**src/rtl/serial_result_collector.sv**
```systemverilog
// Reassembles LSB-first serial sum frames (plus final carry) into parallel words and
// queues them in a small FIFO drained over a valid/ready handshake.
module serial_result_collector #(
    parameter int unsigned WIDTH = 8,
    parameter int unsigned DEPTH = 2
) (
    input  logic             clk,
    input  logic             reset,
    input  logic             bit_valid,
    input  logic             frame_start,
    input  logic             sum_bit,
    input  logic             carry_bit,
    output logic             res_valid,
    input  logic             res_ready,
    output logic [WIDTH-1:0] res_data,
    output logic             res_cout,
    output logic             res_zero,
    output logic             drop_pulse,
    output logic             frame_err,
    output logic             busy
);

    localparam int unsigned CW = (WIDTH > 1) ? $clog2(WIDTH) : 1;
    localparam int unsigned AW = (DEPTH > 1) ? $clog2(DEPTH) : 1;
    localparam int unsigned OW = AW + 1;

    typedef enum logic {IDLE, SHIFT} state_t;

    state_t            state_q, state_d;
    logic [CW-1:0]     cnt_q, cnt_d;
    logic [WIDTH-1:0]  shreg_q, shreg_d;
    logic [WIDTH-1:0]  shifted, first;
    logic              push, push_ok, pop, full;
    logic [WIDTH-1:0]  push_word;
    logic              err_d, drop_d;
    logic              err_q, drop_q;

    logic [WIDTH-1:0]  data_q [DEPTH];
    logic [DEPTH-1:0]  cout_q;
    logic [AW-1:0]     wr_q, rd_q;
    logic [OW-1:0]     count_q, count_d, occ_after_pop;

    always_comb begin
        shifted            = shreg_q >> 1;
        shifted[WIDTH-1]   = sum_bit;
        first              = '0;
        first[WIDTH-1]     = sum_bit;
        state_d   = state_q;
        cnt_d     = cnt_q;
        shreg_d   = shreg_q;
        push      = 1'b0;
        push_word = shifted;
        err_d     = 1'b0;
        if (bit_valid) begin
            if (frame_start) begin
                // A start bit always wins: mid-frame it aborts the partial word.
                err_d = (state_q == SHIFT);
                if (WIDTH == 1) begin
                    push      = 1'b1;
                    push_word = first;
                    state_d   = IDLE;
                    cnt_d     = '0;
                end else begin
                    shreg_d = first;
                    cnt_d   = CW'(1);
                    state_d = SHIFT;
                end
            end else if (state_q == SHIFT) begin
                shreg_d = shifted;
                if (cnt_q == CW'(WIDTH - 1)) begin
                    push    = 1'b1;
                    state_d = IDLE;
                    cnt_d   = '0;
                end else begin
                    cnt_d = cnt_q + CW'(1);
                end
            end
        end
    end

    // Fullness is judged after this edge's pop so a simultaneous pop frees a slot.
    always_comb begin
        pop           = res_valid && res_ready;
        occ_after_pop = count_q - OW'(pop);
        full          = (occ_after_pop == OW'(DEPTH));
        push_ok       = push && !full;
        drop_d        = push && full;
        count_d       = occ_after_pop + OW'(push_ok);
    end

    always_ff @(posedge clk or negedge reset) begin
        if (!reset) begin
            state_q <= IDLE;
            cnt_q   <= '0;
            shreg_q <= '0;
            err_q   <= 1'b0;
            drop_q  <= 1'b0;
            wr_q    <= '0;
            rd_q    <= '0;
            count_q <= '0;
            cout_q  <= '0;
            for (int unsigned i = 0; i < DEPTH; i++) begin
                data_q[i] <= '0;
            end
        end else begin
            state_q <= state_d;
            cnt_q   <= cnt_d;
            shreg_q <= shreg_d;
            err_q   <= err_d;
            drop_q  <= drop_d;
            count_q <= count_d;
            if (push_ok) begin
                data_q[wr_q] <= push_word;
                cout_q[wr_q] <= carry_bit;
                wr_q         <= (wr_q == AW'(DEPTH - 1)) ? '0 : wr_q + AW'(1);
            end
            if (pop) begin
                rd_q <= (rd_q == AW'(DEPTH - 1)) ? '0 : rd_q + AW'(1);
            end
        end
    end

    assign res_valid  = (count_q != '0);
    assign res_data   = data_q[rd_q];
    assign res_cout   = cout_q[rd_q];
    assign res_zero   = res_valid && (res_data == '0) && !res_cout;
    assign drop_pulse = drop_q;
    assign frame_err  = err_q;
    assign busy       = (state_q == SHIFT);

endmodule

```
**config.mk**
```make
export PLATFORM = sky130hd
export DESIGN_NAME = serial_result_collector
export DESIGN_NICKNAME = d
export VERILOG_FILES = /design/src/rtl/serial_result_collector.sv
export SDC_FILE = /design/constraint.sdc
export NUM_CORES = 1
export LEC_CHECK = 0
export CAP_MARGIN = 40
export CORE_MARGIN = 3
export CORE_UTILIZATION = 58
export CTS_CLUSTER_DIAMETER = 150
export DETAILED_ROUTE_END_ITERATION = 8
export PLACE_DENSITY_LB_ADDON = 0.15
export SYNTH_ARGS = -nofsm -noshare
export SYNTH_HDL_FRONTEND = slang
export SYNTH_SLANG_ARGS = --single-unit
```
**constraint.sdc**
```tcl
create_clock -name clk -period 6.52 [get_ports clk]
set_clock_uncertainty 0.05 [all_clocks]
set_input_delay 1.63 -clock clk [delete_from_list [all_inputs] [get_ports clk]]
set_output_delay 1.63 -clock clk [all_outputs]
set_load 0.02 [all_outputs]
```
==> impl_metrics.env <==
export IMPL_worst_pin_slew_ns=0.6326
export IMPL_required_ns=4.84
export IMPL_cts_resized_gates=0
export IMPL_io_pins=21
export IMPL_slew_headroom=0.5768
export IMPL_n_antenna_cell=0
export IMPL_die_y_um=59.55
export IMPL_insertion_delay_ns=0.33
export IMPL_critPathSlowestCell="dfrtp_1"
export IMPL_antenna_found_initial=0
export IMPL_layout_drive_gt1_share=0.2500
export IMPL_fp_dieW_um=59.55
export IMPL_synth_area_top_cells="dfrtp_1 (53%), mux2_2 (19%), a2bb2oi_1 (4.2%)"
export IMPL_synth_xor_xnor_area_share=0.02107
export IMPL_dr_pass1_iters=5
export IMPL_nNetsFinal=163
export IMPL_cts_path_max_buffers=2
export IMPL_num_vias=1116
export IMPL_clk_root_buffer_cell="clkbuf_4"
export IMPL_synth_top_area_cell="dfrtp_1"
export IMPL_critPathCaptureType="primary output"
export IMPL_grt_pass1_wl_um=5319
export IMPL_grt_pass1_vias=1183
export IMPL_period_minus_slack_ns=4.139
export IMPL_drt_initial_drc_count=38
export IMPL_hold_class="reg2reg"
export IMPL_met2_usage=0.3557
export IMPL_busiest_layer="met2"
export IMPL_fin_crit_sh=0.6348
export IMPL_synth_top_area_share=0.5267
export IMPL_slew_viol_final=0
export IMPL_yosysUniqueCellTypes=26
export IMPL_initial_utilization=0.6420
export IMPL_ys_warnings_count=0
export IMPL_postLayoutCellArea_sq_um=1926
export IMPL_crit_path_start_kind="register"
export IMPL_drc=0
export IMPL_power_frac_clock=0.171
export IMPL_routed_wl_um=3179
export IMPL_timing_hold_ws_ns=0.4665
export IMPL_wl_per_cell_um=17.47
export IMPL_ys_ff_latch=35
export IMPL_crit_fanout=16
export IMPL_synth_compound_area_frac=0.1219
export IMPL_critPathKind="reg2out"
export IMPL_n_fill_cell=188
export IMPL_via_per_inst=6.132
export IMPL_p_per_area_nw_per_um2=311.6
export IMPL_syn_inst=131
export IMPL_rows=18
export IMPL_final_hold_viol_count=0
export IMPL_crit_family="flip-flops"
export IMPL_cts_hold_buf=0
export IMPL_vdd_drop_max_mv=0.2792
export IMPL_holdCritStartpoint="cout_q[1]"
export IMPL_place_inst=176
export IMPL_globalRouteMet3Util=0.05664
export IMPL_maxCapViolations=0
export IMPL_critPathLaunch="rd_q"
export IMPL_grt_max_degree=36
export IMPL_syn_cell_area_sq_um=1663
export IMPL_synth_mux_area_frac=0.1964
export IMPL_seq_area_sq_um=875.8
export IMPL_slowest_delay_ns=0.72
export IMPL_htree_num_levels=2
export IMPL_io_buffers=20
export IMPL_synthSimpleGateAreaFrac=0.07223
export IMPL_path_clk_slew_ns=0.09
export IMPL_clock_fmax_ghz=0.2416
export IMPL_cts_buffers=5
export IMPL_p_int_mw=0.3921
export IMPL_pwr_share_comb=0.348
export IMPL_cts_sinks=35
export IMPL_yosys_area_share_adder=0.02257
export IMPL_fin_setup_tns_ns=0
export IMPL_cts_tree="yes"
export IMPL_ant_nets=0
export IMPL_rsz0062_at_grt="false"
export IMPL_path_cells="mux2_2 -> nor4b_1 -> clkdlybuf4s50_1"
export IMPL_gr_total_overflow=0
export IMPL_cp_arrival_ns=2.46
export IMPL_leakage_nw=0.8698
export IMPL_area_delta_synth_final_pct=15.80
export IMPL_synth_top_family_by_area="multiplexers"
export IMPL_avgSynthCellArea_sq_um=12.69
export IMPL_met1_usage=0.2326
export IMPL_cts_setup_buffers=0
export IMPL_timing_rr_start="count_q[1]"
export IMPL_multi_input_area_sq_um=721.9
export IMPL_seqPwrFrac=0.481
export IMPL_status="complete, no violations"
export IMPL_switching_share=0.3465
export IMPL_p_sw_mw=0.2079
export IMPL_place_hpwl_um=2265
export IMPL_setup_viol=0
export IMPL_instances_no_fill=182
export IMPL_power_mw=0.6000
export IMPL_ys_seq_area_frac=0.5267
export IMPL_placed_area_sq_um=1884
export IMPL_grt_total_usage=0.2106
export IMPL_gp_congestion=0.7350
export IMPL_design_core_area_sq_um=2590
export IMPL_crit_buf_inv=1
export IMPL_fp_dieArea_sq_um=3546
export IMPL_syn_nets=141
[sequential cells by signal, indices dropped and copies added, names as in the netlist]
register / count
cout_q: 2
count_q: 2
wr_q: 1
data_q: 16
cnt_q: 3
frame_err: 1
drop_pulse: 1
shreg_q: 7
busy: 1
rd_q: 1
[cells in the mapped netlist]
master,n
a211oi_4,2
mux2_2,28
nor4b_1,1
inv_1,11
a21oi_1,1
nor4_1,1
nand4b_4,1
mux2_1,1
and2_1,2
nand2_1,2
a22oi_1,1
a2bb2oi_1,8
a22o_1,1
clkbuf_1,5
and3_1,1
xnor2_1,1
nor3b_1,3
dfrtp_1,35
ha_1,3
nor2_1,3
o22ai_1,9
buf_2,1
nor3_1,3
or2_2,1
xor2_1,3
o21ai_0,3
[power by group through the flow]
| stage | clock, mW | sequential [mW] | combinational (mW) |
|---|---|---|---|
| 4_1_cts | 0.105 | 0.288 | 0.211 |
| 6_report | 0.102 | 0.289 | 0.209 |
| 3_3_place_gp | 0 | 0.290 | 0.204 |
| 2_1_floorplan | 0 | 0.273 | 0.161 |
| 5_1_grt | 0.114 | 0.294 | 0.229 |
| 3_5_place_dp | 0 | 0.292 | 0.210 |
[logic make-up (layout without fill, tap and decap cells)]
kind of cell / after synthesis / count (layout)
compound gates: 25 / 25
buf+inv: 17 / 38
xor+xnor: 4 / 4
flops: 35 / 35
mux: 29 / 29
simple gates: 18 / 18
fa+ha+maj: 3 / 3
[layout make-up]
type,count,share of cell area
Clock buffer,6,0.02144
Inverter,11,0.02144
Multi-Input combinational cell,79,0.3749
Sequential cell,35,0.4548
Tap cell,30,0.01949
Timing Repair Buffer,21,0.1079
[metrics by stage]
step | util | worst slack, ns
after floorplan | - | 3.228
after global placement | 0.7275 | 2.721
after detailed placement | 0.7275 | 2.669
after CTS | 0.7435 | 2.384
after global routing | 0.7435 | 2.263
final | 0.7435 | 2.381
[routing by layer]
| metal | vias up | part of all wire |
|---|---|---|
| met5 | - | 0 |
| met4 | 0 | 0.028 |
| met3 | 8 | 0.054 |
| met2 | 33 | 0.53 |
| met1 | 558 | 0.39 |
| li1 | 517 | - |
[worst reg2reg max path, delay by kind of cell (launching register included)]
kind	cells	cell delay, ns
simple gates	2	0.52
fa+ha+maj	1	0.23
xor+xnor	1	0.24
compound gates	1	0.60
mux	1	0.41
flops	1	0.40
[worst paths after layout]
kind                       slack (ns)  depth (start not counted)    endpoint
setup reg to reg                 3.97                          6   data_q[0]
max in group asynchronous        4.48                          2  shreg_q[5]
hold reg to reg                  0.47                          1   cout_q[1]
setup / recovery                 2.38                          3    res_zero
hold / removal                   0.47                          1   cout_q[1]
min in group asynchronous        1.63                          2   data_q[8]
[layout by cell type (no fill, tap or decap), types with 2 or more instances in the layout]
cell and n:
a211oi_4 2, a2bb2oi_1 8, and2_1 2, clkbuf_4 5, clkdlybuf4s50_1 20, dfrtp_1 35
ha_1 3, inv_1 11, mux2_2 28, nand2_1 2, nor2_1 3, nor3_1 3
nor3b_1 3, o21ai_0 3, o22ai_1 9, xor2_1 3
Note: power is estimated with default switching activity, not from simulation.
